File: src/rtl/vga_pkg.sv
// Shared VGA 640x480@60 Hz timing constants and helpers, used by the timing
// controller and the pixel generator.
package vga_pkg;

    localparam int unsigned COORD_W     = 10;
    localparam int unsigned RGB_W       = 3;
    localparam int unsigned CLK_DIV_DEF = 2;

    localparam int unsigned H_VIS  = 640;
    localparam int unsigned H_FP   = 16;
    localparam int unsigned H_SYNC = 96;
    localparam int unsigned H_BP   = 48;
    localparam int unsigned V_VIS  = 480;
    localparam int unsigned V_FP   = 10;
    localparam int unsigned V_SYNC = 2;
    localparam int unsigned V_BP   = 33;

    localparam int unsigned H_TOTAL      = H_VIS + H_FP + H_SYNC + H_BP;
    localparam int unsigned V_TOTAL      = V_VIS + V_FP + V_SYNC + V_BP;
    localparam int unsigned H_SYNC_START = H_VIS + H_FP;
    localparam int unsigned H_SYNC_END   = H_SYNC_START + H_SYNC;
    localparam int unsigned V_SYNC_START = V_VIS + V_FP;
    localparam int unsigned V_SYNC_END   = V_SYNC_START + V_SYNC;

    // Half-open window test; done in 32 bits so an end bound of 1024 still works.
    function automatic logic in_range(input logic [COORD_W-1:0] v,
                                      input int unsigned lo,
                                      input int unsigned hi);
        return (32'(v) >= lo) && (32'(v) < hi);
    endfunction

endpackage

File: src/rtl/vga_pixel_tick.sv
// Clock divider: raises the advance strobe every CLK_DIV clocks and
// registers it as the externally visible pixel tick.
module vga_pixel_tick #(
    parameter int unsigned CLK_DIV = 2
) (
    input  logic CLK,
    input  logic RESET,
    output logic o_advance,
    output logic o_p_tick
);

    localparam int unsigned DIV_W = (CLK_DIV > 1) ? $clog2(CLK_DIV) : 1;
    localparam logic [DIV_W-1:0] DIV_LAST = DIV_W'(CLK_DIV - 1);
    localparam logic [DIV_W-1:0] DIV_ONE  = DIV_W'(1);

    logic [DIV_W-1:0] r_div_cnt;
    logic             r_p_tick;
    logic             w_advance;

    assign w_advance = (r_div_cnt == DIV_LAST);
    assign o_advance = w_advance;
    assign o_p_tick  = r_p_tick;

    // Divider count and registered tick
    always_ff @(posedge CLK) begin
        if (RESET) begin
            r_div_cnt <= {DIV_W{1'b0}};
            r_p_tick  <= 1'b0;
        end else begin
            r_p_tick  <= w_advance;
            r_div_cnt <= w_advance ? {DIV_W{1'b0}} : (r_div_cnt + DIV_ONE);
        end
    end

endmodule

File: src/rtl/vga_timing_controller.sv
// Raster sequencer: pixel/line counters, registered sync/blank decode and the
// frame-synchronous colour-select register for the pixel generator.
module vga_timing_controller #(
    parameter int unsigned CLK_DIV = vga_pkg::CLK_DIV_DEF,
    parameter int unsigned H_VIS   = vga_pkg::H_VIS,
    parameter int unsigned H_FP    = vga_pkg::H_FP,
    parameter int unsigned H_SYNC  = vga_pkg::H_SYNC,
    parameter int unsigned H_BP    = vga_pkg::H_BP,
    parameter int unsigned V_VIS   = vga_pkg::V_VIS,
    parameter int unsigned V_FP    = vga_pkg::V_FP,
    parameter int unsigned V_SYNC  = vga_pkg::V_SYNC,
    parameter int unsigned V_BP    = vga_pkg::V_BP
) (
    input  logic                         CLK,
    input  logic                         RESET,
    input  logic [vga_pkg::RGB_W-1:0]    sw_rgb,
    input  logic                         auto_mode,
    output logic                         p_tick,
    output logic [vga_pkg::COORD_W-1:0]  pix_x,
    output logic [vga_pkg::COORD_W-1:0]  pix_y,
    output logic                         hsync,
    output logic                         vsync,
    output logic                         video_on,
    output logic                         frame_start,
    output logic [vga_pkg::RGB_W-1:0]    ctrl_rgb
);

    import vga_pkg::*;

    localparam int unsigned H_TOTAL      = H_VIS + H_FP + H_SYNC + H_BP;
    localparam int unsigned V_TOTAL      = V_VIS + V_FP + V_SYNC + V_BP;
    localparam int unsigned H_SYNC_START = H_VIS + H_FP;
    localparam int unsigned H_SYNC_END   = H_SYNC_START + H_SYNC;
    localparam int unsigned V_SYNC_START = V_VIS + V_FP;
    localparam int unsigned V_SYNC_END   = V_SYNC_START + V_SYNC;

    localparam logic [COORD_W-1:0] H_LAST    = COORD_W'(H_TOTAL - 1);
    localparam logic [COORD_W-1:0] V_LAST    = COORD_W'(V_TOTAL - 1);
    localparam logic [COORD_W-1:0] COORD_ONE = COORD_W'(1);
    localparam logic [RGB_W-1:0]   RGB_ONE   = RGB_W'(1);

    logic                 w_advance;
    logic                 w_wrap;
    logic [COORD_W-1:0]   w_x_next;
    logic [COORD_W-1:0]   w_y_next;

    logic [COORD_W-1:0]   r_x;
    logic [COORD_W-1:0]   r_y;
    logic                 r_hsync;
    logic                 r_vsync;
    logic                 r_video_on;
    logic                 r_frame_start;
    logic [RGB_W-1:0]     r_ctrl_rgb;
    logic [RGB_W-1:0]     r_sw_meta;
    logic [RGB_W-1:0]     r_sw_sync;

    vga_pixel_tick #(
        .CLK_DIV (CLK_DIV)
    ) u_pixel_tick (
        .CLK       (CLK),
        .RESET     (RESET),
        .o_advance (w_advance),
        .o_p_tick  (p_tick)
    );

    // Next raster position; w_wrap marks the last pixel of the frame
    always_comb begin
        w_x_next = r_x;
        w_y_next = r_y;
        w_wrap   = 1'b0;
        if (r_x == H_LAST) begin
            w_x_next = {COORD_W{1'b0}};
            if (r_y == V_LAST) begin
                w_y_next = {COORD_W{1'b0}};
                w_wrap   = 1'b1;
            end else begin
                w_y_next = r_y + COORD_ONE;
            end
        end else begin
            w_x_next = r_x + COORD_ONE;
        end
    end

    // Decodes use the next position so they line up with pix_x/pix_y
    always_ff @(posedge CLK) begin
        if (RESET) begin
            r_x        <= {COORD_W{1'b0}};
            r_y        <= {COORD_W{1'b0}};
            r_hsync    <= 1'b1;
            r_vsync    <= 1'b1;
            r_video_on <= 1'b0;
        end else if (w_advance) begin
            r_x        <= w_x_next;
            r_y        <= w_y_next;
            r_hsync    <= ~in_range(w_x_next, H_SYNC_START, H_SYNC_END);
            r_vsync    <= ~in_range(w_y_next, V_SYNC_START, V_SYNC_END);
            r_video_on <= in_range(w_x_next, 0, H_VIS) && in_range(w_y_next, 0, V_VIS);
        end else begin
            r_x        <= r_x;
            r_y        <= r_y;
            r_hsync    <= r_hsync;
            r_vsync    <= r_vsync;
            r_video_on <= r_video_on;
        end
    end

    // Switch synchronizer, frame pulse and colour select (changes only at the wrap)
    always_ff @(posedge CLK) begin
        if (RESET) begin
            r_sw_meta     <= {RGB_W{1'b0}};
            r_sw_sync     <= {RGB_W{1'b0}};
            r_frame_start <= 1'b0;
            r_ctrl_rgb    <= {RGB_W{1'b0}};
        end else begin
            r_sw_meta     <= sw_rgb;
            r_sw_sync     <= r_sw_meta;
            r_frame_start <= w_advance & w_wrap;
            if (w_advance && w_wrap) begin
                r_ctrl_rgb <= auto_mode ? (r_ctrl_rgb + RGB_ONE) : r_sw_sync;
            end else begin
                r_ctrl_rgb <= r_ctrl_rgb;
            end
        end
    end

    assign pix_x       = r_x;
    assign pix_y       = r_y;
    assign hsync       = r_hsync;
    assign vsync       = r_vsync;
    assign video_on    = r_video_on;
    assign frame_start = r_frame_start;
    assign ctrl_rgb    = r_ctrl_rgb;

endmodule

File: config.mk
export PLATFORM = sky130hd
export DESIGN_NAME = vga_timing_controller
export DESIGN_NICKNAME = d
export VERILOG_FILES = /design/src/rtl/vga_pkg.sv /design/src/rtl/vga_pixel_tick.sv /design/src/rtl/vga_timing_controller.sv
export SDC_FILE = /design/constraint.sdc
export NUM_CORES = 1
export LEC_CHECK = 0
export ABC_AREA = 1
export BUFFER_PORTS_ARGS = -buffer_cell sky130_fd_sc_hd__clkbuf_2
export CAP_MARGIN = 20
export CORE_AREA = 2 2 81 83
export CTS_CLUSTER_SIZE = 14
export DETAILED_ROUTE_END_ITERATION = 10
export DIE_AREA = 0 0 83 85
export HOLD_SLACK_MARGIN = 0.02
export SYNTH_ARGS = -nofsm -noshare
export SYNTH_HDL_FRONTEND = slang
export SYNTH_SLANG_ARGS = --single-unit
File: constraint.sdc
create_clock -name CLK -period 1.57 [get_ports CLK]
set_input_delay 0.314 -clock CLK [delete_from_list [all_inputs] [get_ports CLK]]
set_output_delay 0.314 -clock CLK [all_outputs]
set_load 0.05 [all_outputs]
Yosys cells after proc, flatten, opt, wreduce, memory -nomap -nowiden
Index checks and enable logic that the tools add are counted.
W data, S select, Z words.
- flip-flop bits (word level): 35
- input bits: 6
- $add $sub $neg: 4
- magnitude comparators: 6
- equality and inequality tests: 2
- mux-type cells: 6
- bitwise gates (word level): 3
- reduce and logical (&&, ||, !) cells: 5
- operators by type and width (kind ; number):
    $mux W10 ; 3
    $add A10 B1 Y10 const B ; 2
    $eq A10 B10 Y1 const B ; 2
    $lt A10 B10 Y1 const B ; 2
    $lt A10 B9 Y1 const B ; 2
    $ge A10 B10 Y1 const B ; 1
    $ge A10 B9 Y1 const B ; 1
    $logic_and A1 B1 Y1 ; 4
    $add A3 B1 Y3 const B ; 1
    $mux W3 ; 1
    $mux W1 ; 2
    $not A1 Y1 ; 2
    $reduce_or A2 Y1 ; 1
    $add A1 B1 Y1 const B ; 1
    $and A1 B1 Y1 ; 1

Logic depth before layout (Yosys ltp)
- depth after elaboration: 6
- depth in mapped cells: 13
- gate-level depth less buffers: 12

Cells and area by module
A second synthesis with hierarchy kept.
- cells, all modules: 296
- area total of the unflattened synthesis: 1996.9 um^2
- modules (own cells, without submodules) (module ; instances ; cells an instance ; area an instance (um^2)):
    vga_timing_controller ; 1 ; 291 ; 1943.1
    vga_pixel_tick ; 1 ; 5 ; 53.8

Worst setup path before layout
No wires, ideal clock.
- kind: register -> register
- start: reg r_x[0], in the netlist pix_x[0]
- end: reg r_vsync, in the netlist vsync
- setup time: 0.118 ns
- arrival: 1.909 ns
- data required time: 1.452 ns
- setup slack: -0.457 ns
- cell stages (with the launch flop): 12
- buffers on the path: 1
- clock period less this slack: 2.027 ns
- cell sequence: dfxtp_1 ha_1 nand2_2 nor2_4 nand2_2 buf_6 nor2_4 nand3_1 nand3_2 inv_1 nor2_1 a21oi_1
- word-level cells in the longest chain between the ends: 5
- RTL lines (element ; line ; RTL):
    start: declaration ; vga_timing_controller.sv:47 ; logic [COORD_W-1:0] r_x;
    start signal: assignment ; vga_timing_controller.sv:87 ; r_x <= {COORD_W{1'b0}};
    start signal: assignment ; vga_timing_controller.sv:93 ; r_x <= w_x_next;
    start signal: assignment ; vga_timing_controller.sv:99 ; r_x <= r_x;
    $eq A10 B10 Y1 * ; vga_timing_controller.sv:71 ; if (r_x == H_LAST) begin
    $mux W10 * ; vga_timing_controller.sv:71 ;
    $ge A10 B9 Y1 or $lt A10 B9 Y1 (tied branches) ; vga_pkg.sv:29 ; return (32'(v) >= lo) && (32'(v) < hi);
    $logic_and A1 B1 Y1 * ; vga_pkg.sv:29 ;
    $not A1 Y1 * ; vga_timing_controller.sv:96 ; r_vsync <= ~in_range(w_y_next, V_SYNC_START, V_SYNC_END);
    end signal: assignment ; vga_timing_controller.sv:96 ;
    end signal: assignment ; vga_timing_controller.sv:102 ; r_vsync <= r_vsync;
    end: declaration ; vga_timing_controller.sv:50 ; logic r_vsync;
Every way passes the cells marked *; elsewhere a longest branch is shown, timed or not.
A chain may end at the register's enable or synchronous reset.

Worst setup path after layout
- start: reg r_x[1], in the netlist pix_x[1]
- end: reg r_video_on, in the netlist video_on
- word-level cells in the longest chain between the ends: 4
- RTL lines (element ; line ; RTL):
    $add A10 B1 Y10 or $eq A10 B10 Y1 (tied branches) ; vga_timing_controller.sv:80, vga_timing_controller.sv:71 ;
    $mux W10 ; vga_timing_controller.sv:71 ;
    $lt A10 B10 Y1 or $lt A10 B9 Y1 (tied branches) ; vga_pkg.sv:29 ;
    $logic_and A1 B1 Y1 * ; vga_timing_controller.sv:97 ; r_video_on <= in_range(w_x_next, 0, H_VIS) && in_range(w_y_next, 0, V_VIS);
    end signal: assignment ; vga_timing_controller.sv:97 ;
    end signal: assignment ; vga_timing_controller.sv:103 ; r_video_on <= r_video_on;
    end: declaration ; vga_timing_controller.sv:51 ; logic r_video_on;
Marked as above.

==> out/results.md <==
| Item | Value |
|---|---|
| Max-slew headroom at the worst pin | 0.808 |
| Mean post-synth cell area | 6.96 sq um |
| CTS root buffer | sky130_fd_sc_hd__clkbuf_8 |
| Core Rows | 29 |
| Share of flip-flops with an asynchronous set or reset after synthesis | 0 |
| Start-to-end type of the worst setup path | register to register |
| Critical path fanouts, max | 9 |
| Sw Ratio | 0.228 |
| Global-route wire length before repair | 7670 um |
| Diodes inserted | 0 |
| Worst Setup Slack post-DPL | -0.0454 ns |
| Critical path's top delay family | simple AND/OR/NAND/NOR gates |
| Sequential group share of total power | 0.523 |
| Area of the mapped netlist | 1800 sq um |
| Number of I/O port buffers | 33 |
| Worst setup margin | 0.0383 ns |
| VDD IR-drop max | 0.483 mV |
| Clock buffer count from CTS | 5 |
| Count of nets left with antenna violations after detail routing | 0 |
| Share of total power in the clock network | 0.406 |
| Reg-to-reg critical path startpoint | pix_x[1]$_SDFFE_PP0P_ |
| Outcome | finished, final reports clean |
| Avg Vias per Cell | 4.62 |
| Max clock buf depth | 2 |
| Leading cell type by number of instances after synthesis | sky130_fd_sc_hd__nand2_1 |
| Library cell occupying the most area in the post-synthesis netlist | sky130_fd_sc_hd__dfxtp_1 |
| Horizontal extent of the die | 83 um |
| Count of flip-flops with a built-in enable after synthesis | 0 |
| Die footprint | 7060 sq um |
| Leakage power | 1.09 nW |
| Reg2reg setup slack | 0.04 ns |
| Detail Placement HPWL | 3510 um |
| Largest net degree at the start of global routing | 13 |
| Core Footprint | 6200 sq um |
| Top-Level Pins | 34 |
| NumNets Final | 331 |
| Max Clk Rate | 653 MHz |
| Number of global-route vias before repair | 1,745 |
| RD Place Congestion | 0.923 |
| Total global-route track usage | 0.133 |
| CTS tree | built |
| DRC violation total after the first TritonRoute iteration | 114 |
| Switching power total | 0.397 mW |
| RSZ-0062 raised after global routing | yes |
| Final TNS setup | 0 ns |
| FF+latch count, synth | 35 |
| Arrival time of data at the critical path endpoint | 1.71 ns |
| Startpoint of the worst hold path | sw_rgb[0] |
| Number of search-and-repair iterations in the first detailed-routing pass | 4 |
| Number of fillers in the final layout | 656 |
| DR vias | 1,840 |
| Final worst path period share | 0.976 |
| Number of clock sinks seen by CTS | 35 |
| Data required time of the critical path | 1.75 ns |
| Element type at the critical path start | register |
| Post-Synthesis Cells | 259 |
| Seq/Total Area, Yosys | 0.389 |
| Pins over their slew limit | 0 |
| Slowest library cell on the worst path | sky130_fd_sc_hd__dfxtp_4 |
| Dominant register cell in the synthesized netlist | sky130_fd_sc_hd__dfxtp_1 |
| Fraction of final layout cells with drive strength greater than 1 | 0.349 |
| Area delta synth->final | 36.2% |
| WL final | 4620 um |
| Final routed wire length divided by cell count | 11.6 um |
| Share of total power in combinational logic | 0.071 |
| Actual transition at the worst max-transition pin | 0.289 ns |
| Warnings, synthesis | 0 |
| Clock latency reported for the late side of the worst-skew pair | 0.28 ns |
| Die outline height | 85 um |
| Number of H-tree branching levels | 2 |
| Count of different cell masters after synthesis | 27 |
| Aggregate global routing overflow | 0 |
| Initial antenna violation count | 0 |
| Post-Syn Nets | 270 |
| Minimum period implied by the final worst setup slack | 1.53 ns |
| Number of remaining DRC errors | 0 |
| Maximum Capacitance Violations | 0 |
| Clock skew after layout | 0.00285 ns |
| Worst hold-check path type | input port to register |
| Top cells by area in the synthesized netlist | sky130_fd_sc_hd__dfxtp_1 39%, sky130_fd_sc_hd__nand2_1 14%, sky130_fd_sc_hd__inv_1 8.1% |
| Final hold violations | 0 |
| Longest individual stage delay on the worst path | 0.36 ns |
| Cell-internal power | 1.34 mW |
| CP endpoint kind | register |
| Cell breakdown of the critical path | ha_4 > nand2_4 > nor2_4 > nand2_4 > buf_6 > nor2_4 > nand2_1 > nand2_1 > nand3_2 > nand2_1 > nor2_1 > nand2_1 > nand2_1 |
| Count of endpoints failing setup in the final report | 0 |
| Starting utilization of the core area | 0.291 |
| Most frequent cells after synthesis | 65 x sky130_fd_sc_hd__nand2_1, 39 x sky130_fd_sc_hd__inv_1, 35 x sky130_fd_sc_hd__dfxtp_1 |
| Launch point of the critical path | pix_x[1]$_SDFFE_PP0P_ |
| Cell area power density | 707 nW/um^2 |
| Cell repeated most along the worst path | sky130_fd_sc_hd__nand2_1 |
| Share of the synthesized area in the top cell type | 0.389 |
| Sum of buffers and inverters on the critical path | 1 |
| Clock slew at reported path FFs | 0.07 ns |
## power groups by stage
stage	clock, mW	sequential [mW]	combinational [mW]
final	0.704	0.908	0.124
after global routing	0.766	0.909	0.137
after CTS	0.735	0.910	0.126
after detailed placement	0	0.930	0.125
after global placement	0	0.930	0.124
after floorplan	0	0.960	0.0423
## timing repair
action                     CTS  global route
hold buffers                 0             0
pin swaps                    0             7
resized for setup            2            22
setup endpoints to repair    2            11
buffers inserted             0             2
## state kept, by name (all words and copies together), names as in the netlist, 3 cells and up
signal / flops
pix_y: 10
pix_x: 10
ctrl_rgb: 3
r_sw_sync: 3
r_sw_meta: 3
## cell type report
| class | instances | area, sq um | area share |
|---|---|---|---|
| clock buffer | 8 | 100 | 0.0408 |
| inverter | 41 | 159 | 0.0647 |
| multi-input combinational | 177 | 992 | 0.404 |
| sequential | 35 | 736 | 0.300 |
| tap | 77 | 96.3 | 0.0392 |
| timing repair buffer | 60 | 372 | 0.151 |
## logic make-up (layout without fill, tap and decap cells)
kind of cell               after synthesis  count (layout)  share of synthesized area
and+or+nand+nor                        133             133                      0.335
adders and majority gates                5               5                     0.0347
DFF                                     35              35                      0.389
xor gates and xnor gates                 3               3                     0.0146
buffers and inverters                   47             109                      0.108
AOI/OAI and AO/OA                       36              36                      0.119
## routing by layer
layer  global-route usage  part of all wire
met5                    0                 0
met4               0.0611             0.028
met3               0.0321             0.040
met2                0.224              0.48
met1                0.160              0.45
## path summary, 6_finish.rpt
kind,cells after the start,to
max,13,video_on$_SDFFE_PP0P_
min reg2reg,2,r_sw_sync[2]$_SDFF_PP0_
max reg2reg,13,video_on$_SDFFE_PP0P_
min,3,r_sw_meta[0]$_SDFF_PP0_
## placed cells by master, fill, tap and decap left out, types with 4 or more instances in the layout
cell type                  instances
sky130_fd_sc_hd__buf_4            26
sky130_fd_sc_hd__o21ai_0          10
sky130_fd_sc_hd__inv_1            38
sky130_fd_sc_hd__nor2_4            6
sky130_fd_sc_hd__dfxtp_2          13
sky130_fd_sc_hd__nand4_1           4
sky130_fd_sc_hd__clkbuf_2         33
sky130_fd_sc_hd__dfxtp_4           5
sky130_fd_sc_hd__nand2_1          64
sky130_fd_sc_hd__nor2_1           25
sky130_fd_sc_hd__nor2_2            4
sky130_fd_sc_hd__o22ai_1          13
sky130_fd_sc_hd__nand3_2           4
sky130_fd_sc_hd__clkbuf_8          7
sky130_fd_sc_hd__nand3_1          18
sky130_fd_sc_hd__dfxtp_1          17
## metrics by stage
stage | instance area (sq um) | hold slack, ns | power (mW) | utilization | instances
after floorplan | 1850 | 0.388 | 1.00 | - | 259
after global placement | 2260 | 0.389 | 1.05 | 0.365 | 388
after detailed placement | 2260 | 0.395 | 1.06 | 0.365 | 388
after CTS | 2370 | 0.213 | 1.77 | 0.382 | 396
after global routing | 2450 | 0.232 | 1.81 | 0.396 | 398
final | 2450 | 0.223 | 1.74 | 0.396 | 398
## tightest hold or removal path, stage by stage
cell and delay [ns]:
sky130_fd_sc_hd__clkbuf_2 0.08, sky130_fd_sc_hd__inv_1 0.04, sky130_fd_sc_hd__nor2_1 0.03
Power figures use the tool's default switching activity.
